File: src/rtl/keypad_if.sv
// Keypad scanner / lock facing signal bundle for keypad_entry.
// The master side is the scanner plus lock; the slave side is the entry block.
interface keypad_if #(
  parameter int NUM_DIGITS = 2
);
  localparam int W  = 4 * NUM_DIGITS;
  localparam int CW = $clog2(NUM_DIGITS + 1);

  logic          key_valid;
  logic [1:0]    key_kind;
  logic [3:0]    key_digit;
  logic          lock_busy;
  logic [W-1:0]  key_out;
  logic          enter_out;
  logic [CW-1:0] digit_cnt;
  logic          entry_err;
  logic          timeout;

  modport master (
    output key_valid, key_kind, key_digit, lock_busy,
    input  key_out, enter_out, digit_cnt, entry_err, timeout
  );

  modport slave (
    input  key_valid, key_kind, key_digit, lock_busy,
    output key_out, enter_out, digit_cnt, entry_err, timeout
  );
endinterface

File: src/rtl/keypad_entry.sv
// Assembles hex key presses into a lock code and issues a one-cycle submit pulse,
// with clear, incomplete-entry error, inter-key timeout and lock-busy blocking.
module keypad_entry #(
  parameter int NUM_DIGITS     = 2,
  parameter int TIMEOUT_CYCLES = 1000
) (
  input  logic    clk,
  input  logic    rst_n,
  keypad_if.slave kp
);
  localparam int W  = 4 * NUM_DIGITS;
  localparam int CW = $clog2(NUM_DIGITS + 1);
  localparam int TW = (TIMEOUT_CYCLES < 1) ? 1 : $clog2(TIMEOUT_CYCLES + 1);
  localparam logic [TW-1:0] TMAX  = TW'((TIMEOUT_CYCLES > 0) ? TIMEOUT_CYCLES - 1 : 0);
  localparam logic [CW-1:0] NFULL = CW'(NUM_DIGITS);

  typedef enum logic [1:0] {IDLE, COLLECT, FULL, FIRE} state_t;

  state_t        state_q, state_d;
  logic [W-1:0]  buf_q, buf_d;
  logic [CW-1:0] cnt_q, cnt_d;
  logic [TW-1:0] timer_q, timer_d;
  logic          enter_q, enter_d;
  logic          err_q, err_d;
  logic          to_q, to_d;
  logic          key_dig, key_clr, key_ent;

  assign key_dig = kp.key_valid && (kp.key_kind == 2'b00);
  assign key_clr = kp.key_valid && (kp.key_kind == 2'b01);
  assign key_ent = kp.key_valid && (kp.key_kind == 2'b10);

  always_ff @(posedge clk) begin
    if (!rst_n) begin
      state_q <= IDLE;
      buf_q   <= '0;
      cnt_q   <= '0;
      timer_q <= '0;
      enter_q <= 1'b0;
      err_q   <= 1'b0;
      to_q    <= 1'b0;
    end else begin
      state_q <= state_d;
      buf_q   <= buf_d;
      cnt_q   <= cnt_d;
      timer_q <= timer_d;
      enter_q <= enter_d;
      err_q   <= err_d;
      to_q    <= to_d;
    end
  end

  always_comb begin
    state_d = state_q;
    buf_d   = buf_q;
    cnt_d   = cnt_q;
    timer_d = timer_q;
    enter_d = 1'b0;
    err_d   = 1'b0;
    to_d    = 1'b0;
    if (state_q == FIRE) begin
      // The submit pulse always completes; everything else waits for IDLE.
      state_d = IDLE;
      buf_d   = '0;
      cnt_d   = '0;
      timer_d = '0;
    end else if (kp.lock_busy || key_clr) begin
      state_d = IDLE;
      buf_d   = '0;
      cnt_d   = '0;
      timer_d = '0;
    end else if (key_ent) begin
      timer_d = '0;
      if (state_q == FULL) begin
        state_d = FIRE;
        enter_d = 1'b1;
      end else begin
        state_d = IDLE;
        err_d   = 1'b1;
        buf_d   = '0;
        cnt_d   = '0;
      end
    end else if (key_dig) begin
      // A digit arriving with the code already full is dropped without touching the timer.
      if (state_q != FULL) begin
        buf_d   = (buf_q << 4) | W'(kp.key_digit);
        cnt_d   = cnt_q + CW'(1);
        timer_d = '0;
        state_d = (cnt_q + CW'(1) == NFULL) ? FULL : COLLECT;
      end
    end else if (state_q != IDLE) begin
      if ((TIMEOUT_CYCLES != 0) && (timer_q == TMAX)) begin
        state_d = IDLE;
        to_d    = 1'b1;
        buf_d   = '0;
        cnt_d   = '0;
        timer_d = '0;
      end else if (timer_q != '1) begin
        timer_d = timer_q + TW'(1);
      end
    end
  end

  assign kp.key_out   = buf_q;
  assign kp.enter_out = enter_q;
  assign kp.digit_cnt = cnt_q;
  assign kp.entry_err = err_q;
  assign kp.timeout   = to_q;
endmodule

File: src/flat_wrapper.sv
// flat-port wrapper written by rule: the top's interface ports become plain ports
module keypad_entry_flat 
#(
  parameter int NUM_DIGITS     = 2,
  parameter int TIMEOUT_CYCLES = 1000
)
  (clk, rst_n, kp_key_valid, kp_key_kind, kp_key_digit, kp_lock_busy, kp_key_out, kp_enter_out, kp_digit_cnt, kp_entry_err, kp_timeout);
  keypad_if #(.NUM_DIGITS(NUM_DIGITS)) kp_i ();
  input  logic clk;
  input  logic rst_n;
  input wire logic [$bits(kp_i.key_valid)-1:0] kp_key_valid;
  input wire logic [$bits(kp_i.key_kind)-1:0] kp_key_kind;
  input wire logic [$bits(kp_i.key_digit)-1:0] kp_key_digit;
  input wire logic [$bits(kp_i.lock_busy)-1:0] kp_lock_busy;
  output wire logic [$bits(kp_i.key_out)-1:0] kp_key_out;
  output wire logic [$bits(kp_i.enter_out)-1:0] kp_enter_out;
  output wire logic [$bits(kp_i.digit_cnt)-1:0] kp_digit_cnt;
  output wire logic [$bits(kp_i.entry_err)-1:0] kp_entry_err;
  output wire logic [$bits(kp_i.timeout)-1:0] kp_timeout;
  assign kp_i.key_valid = kp_key_valid;
  assign kp_i.key_kind = kp_key_kind;
  assign kp_i.key_digit = kp_key_digit;
  assign kp_i.lock_busy = kp_lock_busy;
  assign kp_key_out = kp_i.key_out;
  assign kp_enter_out = kp_i.enter_out;
  assign kp_digit_cnt = kp_i.digit_cnt;
  assign kp_entry_err = kp_i.entry_err;
  assign kp_timeout = kp_i.timeout;
  keypad_entry #(.NUM_DIGITS(NUM_DIGITS), .TIMEOUT_CYCLES(TIMEOUT_CYCLES)) u_core (.clk(clk), .rst_n(rst_n), .kp(kp_i));
endmodule
File: config.mk
export PLATFORM = sky130hd
export DESIGN_NAME = keypad_entry_flat
export DESIGN_NICKNAME = d
export VERILOG_FILES = /design/src/rtl/keypad_if.sv /design/src/rtl/keypad_entry.sv /design/src/flat_wrapper.sv
export SDC_FILE = /design/constraint.sdc
export NUM_CORES = 1
export LEC_CHECK = 0
export CORE_MARGIN = 8
export CORE_UTILIZATION = 55
export CTS_BUF_LIST = sky130_fd_sc_hd__clkbuf_8
export DETAILED_ROUTE_END_ITERATION = 8
export HOLD_SLACK_MARGIN = 0.03
export PLACE_DENSITY = 0.81
export SYNTH_ARGS = -nofsm -noshare
export SYNTH_HDL_FRONTEND = slang
export SYNTH_SLANG_ARGS = --single-unit
File: constraint.sdc
create_clock -name clk -period 1.9 [get_ports clk]
set_input_delay 0.38 -clock clk [delete_from_list [all_inputs] [get_ports clk]]
set_output_delay 0.38 -clock clk [all_outputs]
set_load 0.05 [all_outputs]
Yosys cells after proc, flatten, opt, wreduce, memory -nomap -nowiden
Cells that the tools add are included.
Storage, ports and cells
  latch bits: 0
  bits of input ports: 10
  memory bits (read-only): 0
  bits in registers: 25
  output and inout port bits: 13
  logic and storage cells: 66
  memories kept: 0
  RAM bits: 0
Cells by class
  bitwise logic cells: 4
  equal/unequal tests: 11
  muxes and demuxes: 25
  divide/modulo/power cells: 0
  $add $sub $neg: 2
  shifts and indexed selects: 0
  reductions and logical operators: 17
  multipliers: 0
  magnitude comparators: 0
Operators with widths (number)
  10-bit 2-to-1 mux: 5
  8-bit 2-to-1 mux: 6
  2-bit 2-to-1 mux: 11
  10-bit by 1-bit adder with 10-bit output, second input constant: 1
  10-bit == test, second input constant: 1
  10-bit inequality test, second input constant: 1
  3-bit nonzero test: 3
  2-bit == test, second input constant: 4
  8-bit by 4-bit OR with 8-bit output: 1
  4-bit OR reduction: 2
  2-bit inequality test, second input constant: 3
  3-bit AND reduction: 2
  6-bit OR reduction: 1
  4-bit AND reduction: 1
  2-bit nonzero test: 2
  1-bit logical AND: 3
  1-bit 2-to-1 mux: 3
  3-bit inequality test, second input constant: 1
  1-bit inverter: 3
  3-bit OR reduction: 1
  2-bit by 1-bit adder with 2-bit output, second input constant: 1
  2-bit by 1-bit == test with 1-bit output, second input constant: 1
  2-bit zero test: 1
  1-bit logical OR: 1

Logic depth before layout (Yosys ltp)
Gate-level depths: netlist of the first run.
  depth in word-level cells: 6
  depth in mapped cells: 6
  mapped depth without buffers: 5

Worst setup path after synthesis of the first run
OpenSTA, ideal clock, no wires.
  path kind: register to register
  start: register u_core.timer_q[0]
  end: register u_core.timer_q[4]
  library setup time: 0.125 ns
  required time: 1.775 ns
  buffers on the path: 0
  data arrival time: 1.573 ns
  clock period less this slack: 1.697 ns
  slack: 0.203 ns
  cell stages (with the launch flop): 6
  cells stage by stage: dfxtp_1 > ha_1 > nor4bb_2 > a31oi_2 > a211oi_1 > o22ai_1
On the way
  longest elaborated chain between the ends: 5
  elaborated cells between the ends (all ways): 9
  those cells by class: add/sub (1); eq/ne (2); mux (4); reduce/logical (2)
Ends and longest elaborated chain
  from (decl): RTL line keypad_entry.sv:22  | logic [TW-1:0] timer_q, timer_d;
  from (signal assigned): RTL line keypad_entry.sv:45  | timer_q <= timer_d;
  10-bit by 1-bit adder with 10-bit output: RTL line keypad_entry.sv:98  | timer_d = timer_q + TW'(1);
  10-bit 2-to-1 mux: RTL line keypad_entry.sv:97  | end else if (timer_q != '1) begin
  10-bit 2-to-1 mux: RTL line keypad_entry.sv:91  | if ((TIMEOUT_CYCLES != 0) && (timer_q == TMAX)) begin
  10-bit 2-to-1 mux: RTL line keypad_entry.sv:90  | end else if (state_q != IDLE) begin
  10-bit 2-to-1 mux: RTL line keypad_entry.sv:82  | end else if (key_dig) begin
Several ways; a longest one is shown, not always the timed one. The select of a mux whose other input is x is not followed.
A chain may end at the register's enable or synchronous reset.

Final worst setup path of the first run
  start: register u_core.timer_q[0]
  end: register u_core.timer_q[5]
The elaborated chain is that of the path after synthesis.

==> summary.md, run 1 <==
| Metric | Value |
|---|---|
| Yosys reg bits | `25` |
| Clock-pin transition on the worst setup and hold timing paths | `0.10 ns` |
| Worst slew margin | `66.0%` |
| Yosys cell types | `41` |
| Via count | `1407` |
| PnR Total Power | `0.000983 W` |
| Crit start category | `register` |
| Worst-skew pair later-pin latency | `0.28 ns` |
| Die Height | `66.6 um` |
| CP peak stage delay | `0.60 ns` |
| CTS sink cnt | `25` |
| Unrepaired setup endpoints after global routing | `true` |
| Fin util | `76.9%` |
| Worst Setup Path Type | `reg2reg` |
| Synthesized instance count | `162` |
| P per Cell Area | `521 nW/um^2` |
| Fin crit period | `1.84 ns` |
| Comb power frac | `12.3%` |
| CP cell instances | `ha_1 > buf_4 > nand3_1 > or4_4 > nand3_2 > o22ai_1` |
| Setup TNS | `0 ns` |
| CTS tree | `yes` |
| Req. time, crit path | `2.06 ns` |
| Status | `finished, final reports clean` |
| Fmax | `0.543 GHz` |
| Internal | `0.000735 W` |
| Die area | `4430 um^2` |
| Switching power total | `0.000249 W` |
| Period utilisation layout | `96.9%` |
| First-pass GRT wire length | `6150 um` |
| TritonCTS Buffers | `3` |
| Slowest CP cell | `or4_4` |
| DR WL/cell | `15.8 um` |
| Post-synth EDFFs | `0` |
| Syn. warnings | `0` |
| Syn_nets | `174` |
| # diodes | `0` |
| Std cell rows | `18` |
| Clock buffer depth | `2` |
| Overall Global Routing Usage | `17.0%` |
| GP Congestion | `0.882` |
| Synth Flop Type | `dfxtp_1` |
| Simple-gate portion of the synthesized area | `31.2%` |
| Clock power share | `34.0%` |
| Post-synthesis adder-cell area fraction | `1.78%` |
| Worst vdd ir | `623 uV` |
| WL final | `3660 um` |
| Die X | `66.6 um` |
| Largest family of logic cells by synthesized area | `simple AND/OR/NAND/NOR gates` |
| Initial antenna violation count | `0` |
| Setup slack after layout | `0.0585 ns` |
| CTS root buf | `clkbuf_8` |
| Buf/Inv on CP | `1` |
| Synth async-reset ratio | `0%` |
| Share of cells above drive strength 1 | `23.4%` |
| Max-Cap Viols | `0` |
| CP delay by family, top | `simple AND/OR/NAND/NOR gates` |
| Grt ovf | `0` |
| CP Max Fanout | `7` |
| Crit path capture type | `register` |
| Post-synthesis mux area share | `8.62%` |
| Starting DRC count in detailed routing | `119` |
| Compound-Gate Fraction of Synth Area | `15.8%` |
| Critical path arrival | `2.01 ns` |
| Clock skew | `0.00424 ns` |
| Cell area after layout | `1890 um^2` |
| R2r setup slk | `0.06 ns` |
| Htree depth | `1` |
| Switching part of the total | `25.3%` |
| XOR/XNOR Fraction of Synth Area | `1.24%` |
| Flop pwr share | `53.7%` |
| Area grow syn2layout | `34.1%` |
| P_leak | `0.648 nW` |
| Post-Synthesis Cell Area | `1410 um^2` |
| Largest net degree at the start of global routing | `21` |
| DRC Markers | `0` |
| Vias per inst | `6.09` |
| Slew @ Worst Pin | `0.509 ns` |
| Top cell type by total area after synthesis | `dfxtp_1` |
| Pre-CTS setup slack | `-0.316 ns` |
| Nets | `214` |
| Sequential-to-total area share from yosys stat | `35.6%` |
| Setup violators final | `0` |
| Type of the tightest min-delay check | `reg2reg` |
| Area share of the largest cell type after synthesis | `35.6%` |
| Routed Antenna Nets | `0` |
| Starting density of the core | `57.3%` |
| Fin. Hold Viols | `0` |
| Cell area after placement | `1780 um^2` |
| IO buf count | `22` |
| Avg Inst Size Synth | `8.69 um^2` |
| TritonRoute pass-1 iters | `4` |
| Slew Limit Fails | `0` |
| Synth top area cells | `dfxtp_1 36%, mux2i_1 7.8%, nand3_1 5.7%` |
| Io pins | `23` |
| CORE AREA | `2450 um^2` |
| Vias in the first global route | `1369` |
| HPWL Detailed | `2710 um` |
==> cells in the final DEF, fill, tap and decap left out, types with 2 or more instances in the layout <==
cell type | synthesis | layout
o211ai_1 | 2 | 2
buf_4 | 1 | 29
nand3_1 | 16 | 16
a211oi_1 | 6 | 5
nand2_1 | 18 | 18
nor3b_1 | 3 | 2
nand4_1 | 4 | 4
a21oi_1 | 4 | 4
a221oi_1 | 3 | 2
o22ai_1 | 6 | 6
inv_1 | 3 | 3
and3_1 | 4 | 4
or3_1 | 7 | 7
nor4_1 | 2 | 2
o21ai_0 | 4 | 4
a31oi_1 | 2 | 2
nor2_1 | 3 | 3
mux2i_1 | 11 | 10
clkbuf_8 | 0 | 3
nor2b_1 | 3 | 2
clkdlybuf4s50_1 | 0 | 15
nand2b_1 | 3 | 3
o31ai_1 | 2 | 2
nand4b_1 | 2 | 2
ha_1 | 2 | 2
dlymetal6s2s_1 | 0 | 2
nand3b_1 | 3 | 3
dfxtp_1 | 25 | 25
==> state kept, by name, summed over array words and instances (netlist names) <==
register,cells
u_core.timer_q,10
u_core.state_q,2
u_core.kp.key_out,8
u_core.kp.entry_err,1
u_core.kp.enter_out,1
u_core.kp.digit_cnt,2
u_core.kp.timeout,1
==> cells in the mapped netlist, types with 3 or more instances <==
library cell / number
nand3b_1: 3
and3_1: 4
dfxtp_1: 25
a211oi_1: 6
a221oi_1: 3
nand4_1: 4
mux2i_1: 11
or3_1: 7
nand3_1: 16
o21ai_0: 4
buf_2: 3
inv_1: 3
nor3b_1: 3
nor2b_1: 3
nand2_1: 18
nand2b_1: 3
clkbuf_1: 4
o22ai_1: 6
nor2_1: 3
a21oi_1: 4
==> stage by stage <==
stage / hold WS, ns / std cells
final: 0.465 / 231
after global placement: 0.442 / 225
after CTS: 0.470 / 229
after detailed placement: 0.454 / 225
after global routing: 0.496 / 231
after floorplan: 0.476 / 162
==> power groups by stage <==
stage | combinational [W] | clock [W] | sequential [W]
2_1_floorplan | 0.0000559 | 0 | 0.000541
3_3_place_gp | 0.000109 | 0 | 0.000540
3_5_place_dp | 0.000111 | 0 | 0.000540
4_1_cts | 0.000113 | 0.000338 | 0.000528
5_1_grt | 0.000129 | 0.000361 | 0.000528
6_report | 0.000121 | 0.000334 | 0.000528
==> what timing repair did <==
| item | in CTS | in global routing |
|---|---|---|
| hold endpoints to repair | 0 | 0 |
| pin swaps | 0 | 4 |
| hold buffers | 0 | 0 |
| gates resized for setup | 2 | 8 |
| buffers inserted | 0 | 2 |
| endpoints found under the setup margin | 3 | 20 |
==> worst reg2reg max path: cells and delay by family (launching register included) <==
kind | cells | cell delay [ns]
flip-flops | 1 | 0.34
AND/OR/NAND/NOR | 3 | 0.97
AO/OA/AOI/OAI | 1 | 0.09
adder cells (fa/ha/maj) | 1 | 0.17
buffers and inverters | 1 | 0.15
==> logic make-up (layout without fill, tap and decap cells) <==
group | after synthesis | count (layout)
flops | 25 | 25
xor+xnor | 2 | 2
compound gates | 32 | 32
simple gates | 74 | 74
buf+inv | 15 | 54
mux | 12 | 12
fa+ha+maj | 2 | 2
==> area by class of cell <==
cell class              count  area [um^2]
clock inverters             1         7.51
flip-flops and latches     25          500
fillers                   160          567
well taps                  30         37.5
repair buffers             47          413
inverters                   3         11.3
clock buffers               3         41.3
multi-input cells         122          877
==> worst paths after layout <==
path                                           start                    to  cells past startpoint
worst max-delay path               u_core.timer_q[0]     u_core.timer_q[5]                      6
worst min-delay path            u_core.kp.key_out[6]  u_core.kp.key_out[6]                      2
worst max register to register     u_core.timer_q[0]     u_core.timer_q[5]                      6
worst min register to register  u_core.kp.key_out[6]  u_core.kp.key_out[6]                      2
==> routing by layer <==
layer	vias up	share of wire, %	global-route usage [%]
li1	683	-	-
met1	665	42	19.3
met2	49	50	29.6
met3	10	5.4	3.69
met4	0	2.2	7.73
met5	-	0	0
Note: power is estimated with default switching activity, not from simulation.
==> run 2, diff against run 1 <==
CELL_PAD_IN_SITES_DETAIL_PLACEMENT = 2   (was default)
CELL_PAD_IN_SITES_GLOBAL_PLACEMENT = 2   (was default)
CORE_UTILIZATION = 33   (was 55)
PLACE_DENSITY = 0.8   (was 0.81)
==> run 2 against run 1 <==
Net effect: via count grew 5.7%; critical path depth is 1 higher; non-clock buffer count up 3; sequential power hardly changed; sequential share of layout area shrank 0.90 points; count of clock-buffer cells in the layout did not move; die area increased by 49%; final cell count up 10%; power is 2.1% higher; largest power group unchanged.
==> summary.md, run 2 (synthesis gave the netlist of run 1 again) <==
| Metric | Value |
|---|---|
| Critical Path Sink | `u_core.kp.key_out[6]` |
| Setup violators final | `0 (unchanged)` |
| Most frequent cells in the layout | `32 x buf_4, 23 x dfxtp_1, 18 x nand2_1` |
| Gr busiest metal | `met2` |
| WL final | `5580 um (+53%)` |
| Nets | `217 (+1.4%)` |
| Worst slew margin | `65.2% (-0.80 points)` |
| DRC Markers | `0 (unchanged)` |
| CTS root buf | `clkbuf_8` |
| Max-Cap Viols | `0 (unchanged)` |
| M3 GR Usage | `3.75% (+0.061 points)` |
| Reg2reg end | `u_core.kp.key_out[6]` |
| GP Congestion | `0.852 (-3.4%)` |
| Htree depth | `1 (unchanged)` |
| Crit path capture type | `register` |
| Clock skew | `0.00647 ns (+0.00223 ns)` |
| Type of the tightest min-delay check | `reg2reg` |
| Worst Setup Path Type | `reg2reg` |
| CTS sink cnt | `25 (unchanged)` |
| Clock-pin transition on the worst setup and hold timing paths | `0.10 ns (about the same)` |
| CTS tree | `yes` |
| Clock buffer depth | `2 (unchanged)` |
| Grt ovf | `0 (unchanged)` |
| R2r startpoint | `u_core.timer_q[1]` |
| Fin crit period | `1.85 ns (+0.00538 ns)` |
| # diodes | `0 (unchanged)` |
| First-pass GRT wire length | `7910 um (+29%)` |
| Fin cells | `254 (+10%)` |
| R2R depth | `7 (+1)` |
| Vias in the first global route | `1608 (+17%)` |
| Req. time, crit path | `2.11 ns (+0.05 ns)` |
| Fin. Hold Viols | `0 (unchanged)` |
| Largest register FFs | `10 (unchanged)` |
| CORE AREA | `4060 um^2 (+65%)` |
| Fmax | `0.541 GHz (-0.29%)` |
| IO buf count | `22 (unchanged)` |
| P_leak | `0.671 nW (+3.6%)` |
| Routed Antenna Nets | `0 (unchanged)` |
| Largest Register | `u_core.timer_q` |
| TritonCTS Buffers | `3 (unchanged)` |
| TritonRoute pass-1 iters | `4 (unchanged)` |
| Starting DRC count in detailed routing | `65 (-45%)` |
| Area grow syn2layout | `39.6%` |
| Most common cell after layout, fill and taps aside | `buf_4` |
| Share of cells above drive strength 1 | `28.4% (+5.0 points)` |
| R2r setup slk | `0.05 ns (about the same)` |
| Via count | `1487 (+5.7%)` |
| CP Max Fanout | `5 (-2)` |
| Worst-skew pair later-pin latency | `0.28 ns (about the same)` |
| Status | `finished, final reports clean` |
| Largest net degree at the start of global routing | `21 (unchanged)` |
| Starting density of the core | `34.7% (-23 points)` |
| DR WL/cell | `22.0 um (+39%)` |
| Overall Global Routing Usage | `15.0% (-2.0 points)` |
| Slew Limit Fails | `0 (unchanged)` |
| Vias per inst | `5.85 (-3.9%)` |
| Setup TNS | `0 ns (unchanged)` |
| Worst Setup SP | `u_core.timer_q[1]` |
| P per Cell Area | `511 nW/um^2 (-1.9%)` |
| Placed cells | `245 (+8.9%)` |
| Initial antenna violation count | `0 (unchanged)` |
| Die X | `81.3 um (+22%)` |
| Die Height | `81.3 um (+22%)` |
| HPWL Detailed | `3610 um (+33%)` |
| Crit start category | `register` |
| Std cell rows | `23 (+5)` |
| Slew @ Worst Pin | `0.520 ns (+0.0120 ns)` |
| GRT met1 Usage | `16.6% (-2.7 points)` |
| Worst vdd ir | `371 uV (-40%)` |
| Critical path arrival | `2.06 ns (+0.05 ns)` |
| Period utilisation layout | `97.2% (+0.28 points)` |
| Met2 Use GR | `28.1% (-1.5 points)` |
| Io pins | `23 (unchanged)` |
| Die area | `6610 um^2 (+49%)` |
==> run 2: worst max-delay path, stage by stage, from the launching register on <==
cell       delay [ns]
dfxtp_2          0.36
ha_2             0.19
nor4bb_2         0.20
buf_4            0.17
a31oi_1          0.12
a21oi_2          0.32
clkbuf_16        0.23
mux2i_1          0.19
==> run 2: layout make-up <==
cell class	instances	area [um^2]
Clock buffer	3	41.3
Clock inverter	1	7.51
Fill cell	445	2090
Inverter	3	11.3
Multi-Input combinational cell	122	883
Sequential cell	25	503
Tap cell	50	62.6
Timing Repair Buffer	50	455
==> run 2: worst min-delay path by stage <==
stage | from | end | cells past startpoint
final | u_core.kp.key_out[5] | u_core.kp.key_out[5] | 2
after global routing | u_core.kp.key_out[6] | u_core.kp.key_out[6] | 2
after CTS | u_core.kp.key_out[4] | u_core.kp.key_out[4] | 2
after detailed placement | u_core.kp.key_out[4] | u_core.kp.key_out[4] | 2
after global placement | u_core.kp.key_out[4] | u_core.kp.key_out[4] | 2
after floorplan | u_core.timer_q[8] | u_core.timer_q[8] | 2
==> run 2: stage by stage <==
| stage | power [W] | util [%] | setup WS [ns] | hold slack [ns] | cell area (um^2) |
|---|---|---|---|---|---|
| after floorplan | 0.000596 | - | 0.203 | 0.476 | 1410 |
| after global placement | 0.000648 | 44.3 | -0.354 | 0.444 | 1800 |
| after detailed placement | 0.000654 | 44.3 | -0.474 | 0.457 | 1800 |
| after CTS | 0.000995 | 45.9 | 0.00688 | 0.475 | 1860 |
| after global routing | 0.00104 | 48.4 | -0.0735 | 0.496 | 1960 |
| final | 0.00100 | 48.4 | 0.0531 | 0.474 | 1960 |
==> run 2: timing repair <==
item | 4_1_cts | 5_1_grt
endpoints found under the setup margin | 14 | 10
pin swaps | 1 | 3
gates resized for setup | 6 | 13
buffers inserted | 0 | 5
hold buffers | 0 | 0
gates cloned | 0 | 1
==> run 2: metal layers <==
metal / part of all wire (%) / vias to the layer above
met5: 0 / -
met4: 1.5 / 0
met3: 3.3 / 8
met2: 54 / 29
met1: 42 / 755
li1: - / 695
==> run 2: power breakdown <==
| part | internal [W] | switching [W] |
|---|---|---|
| Combinational | 0.0000640 | 0.0000706 |
| Clock | 0.000149 | 0.000192 |
| Sequential | 0.000526 | 0.00000237 |
| Total | 0.000739 | 0.000265 |
==> run 3, diff against run 2 <==
CELL_PAD_IN_SITES_DETAIL_PLACEMENT = default   (was 2)
CELL_PAD_IN_SITES_GLOBAL_PLACEMENT = default   (was 2)
CORE_UTILIZATION = 55   (was 33)
PLACE_DENSITY = 0.81   (was 0.8)
==> results of run 3 <==
The final DEF is identical to that of run 1; final timing and power are the same.
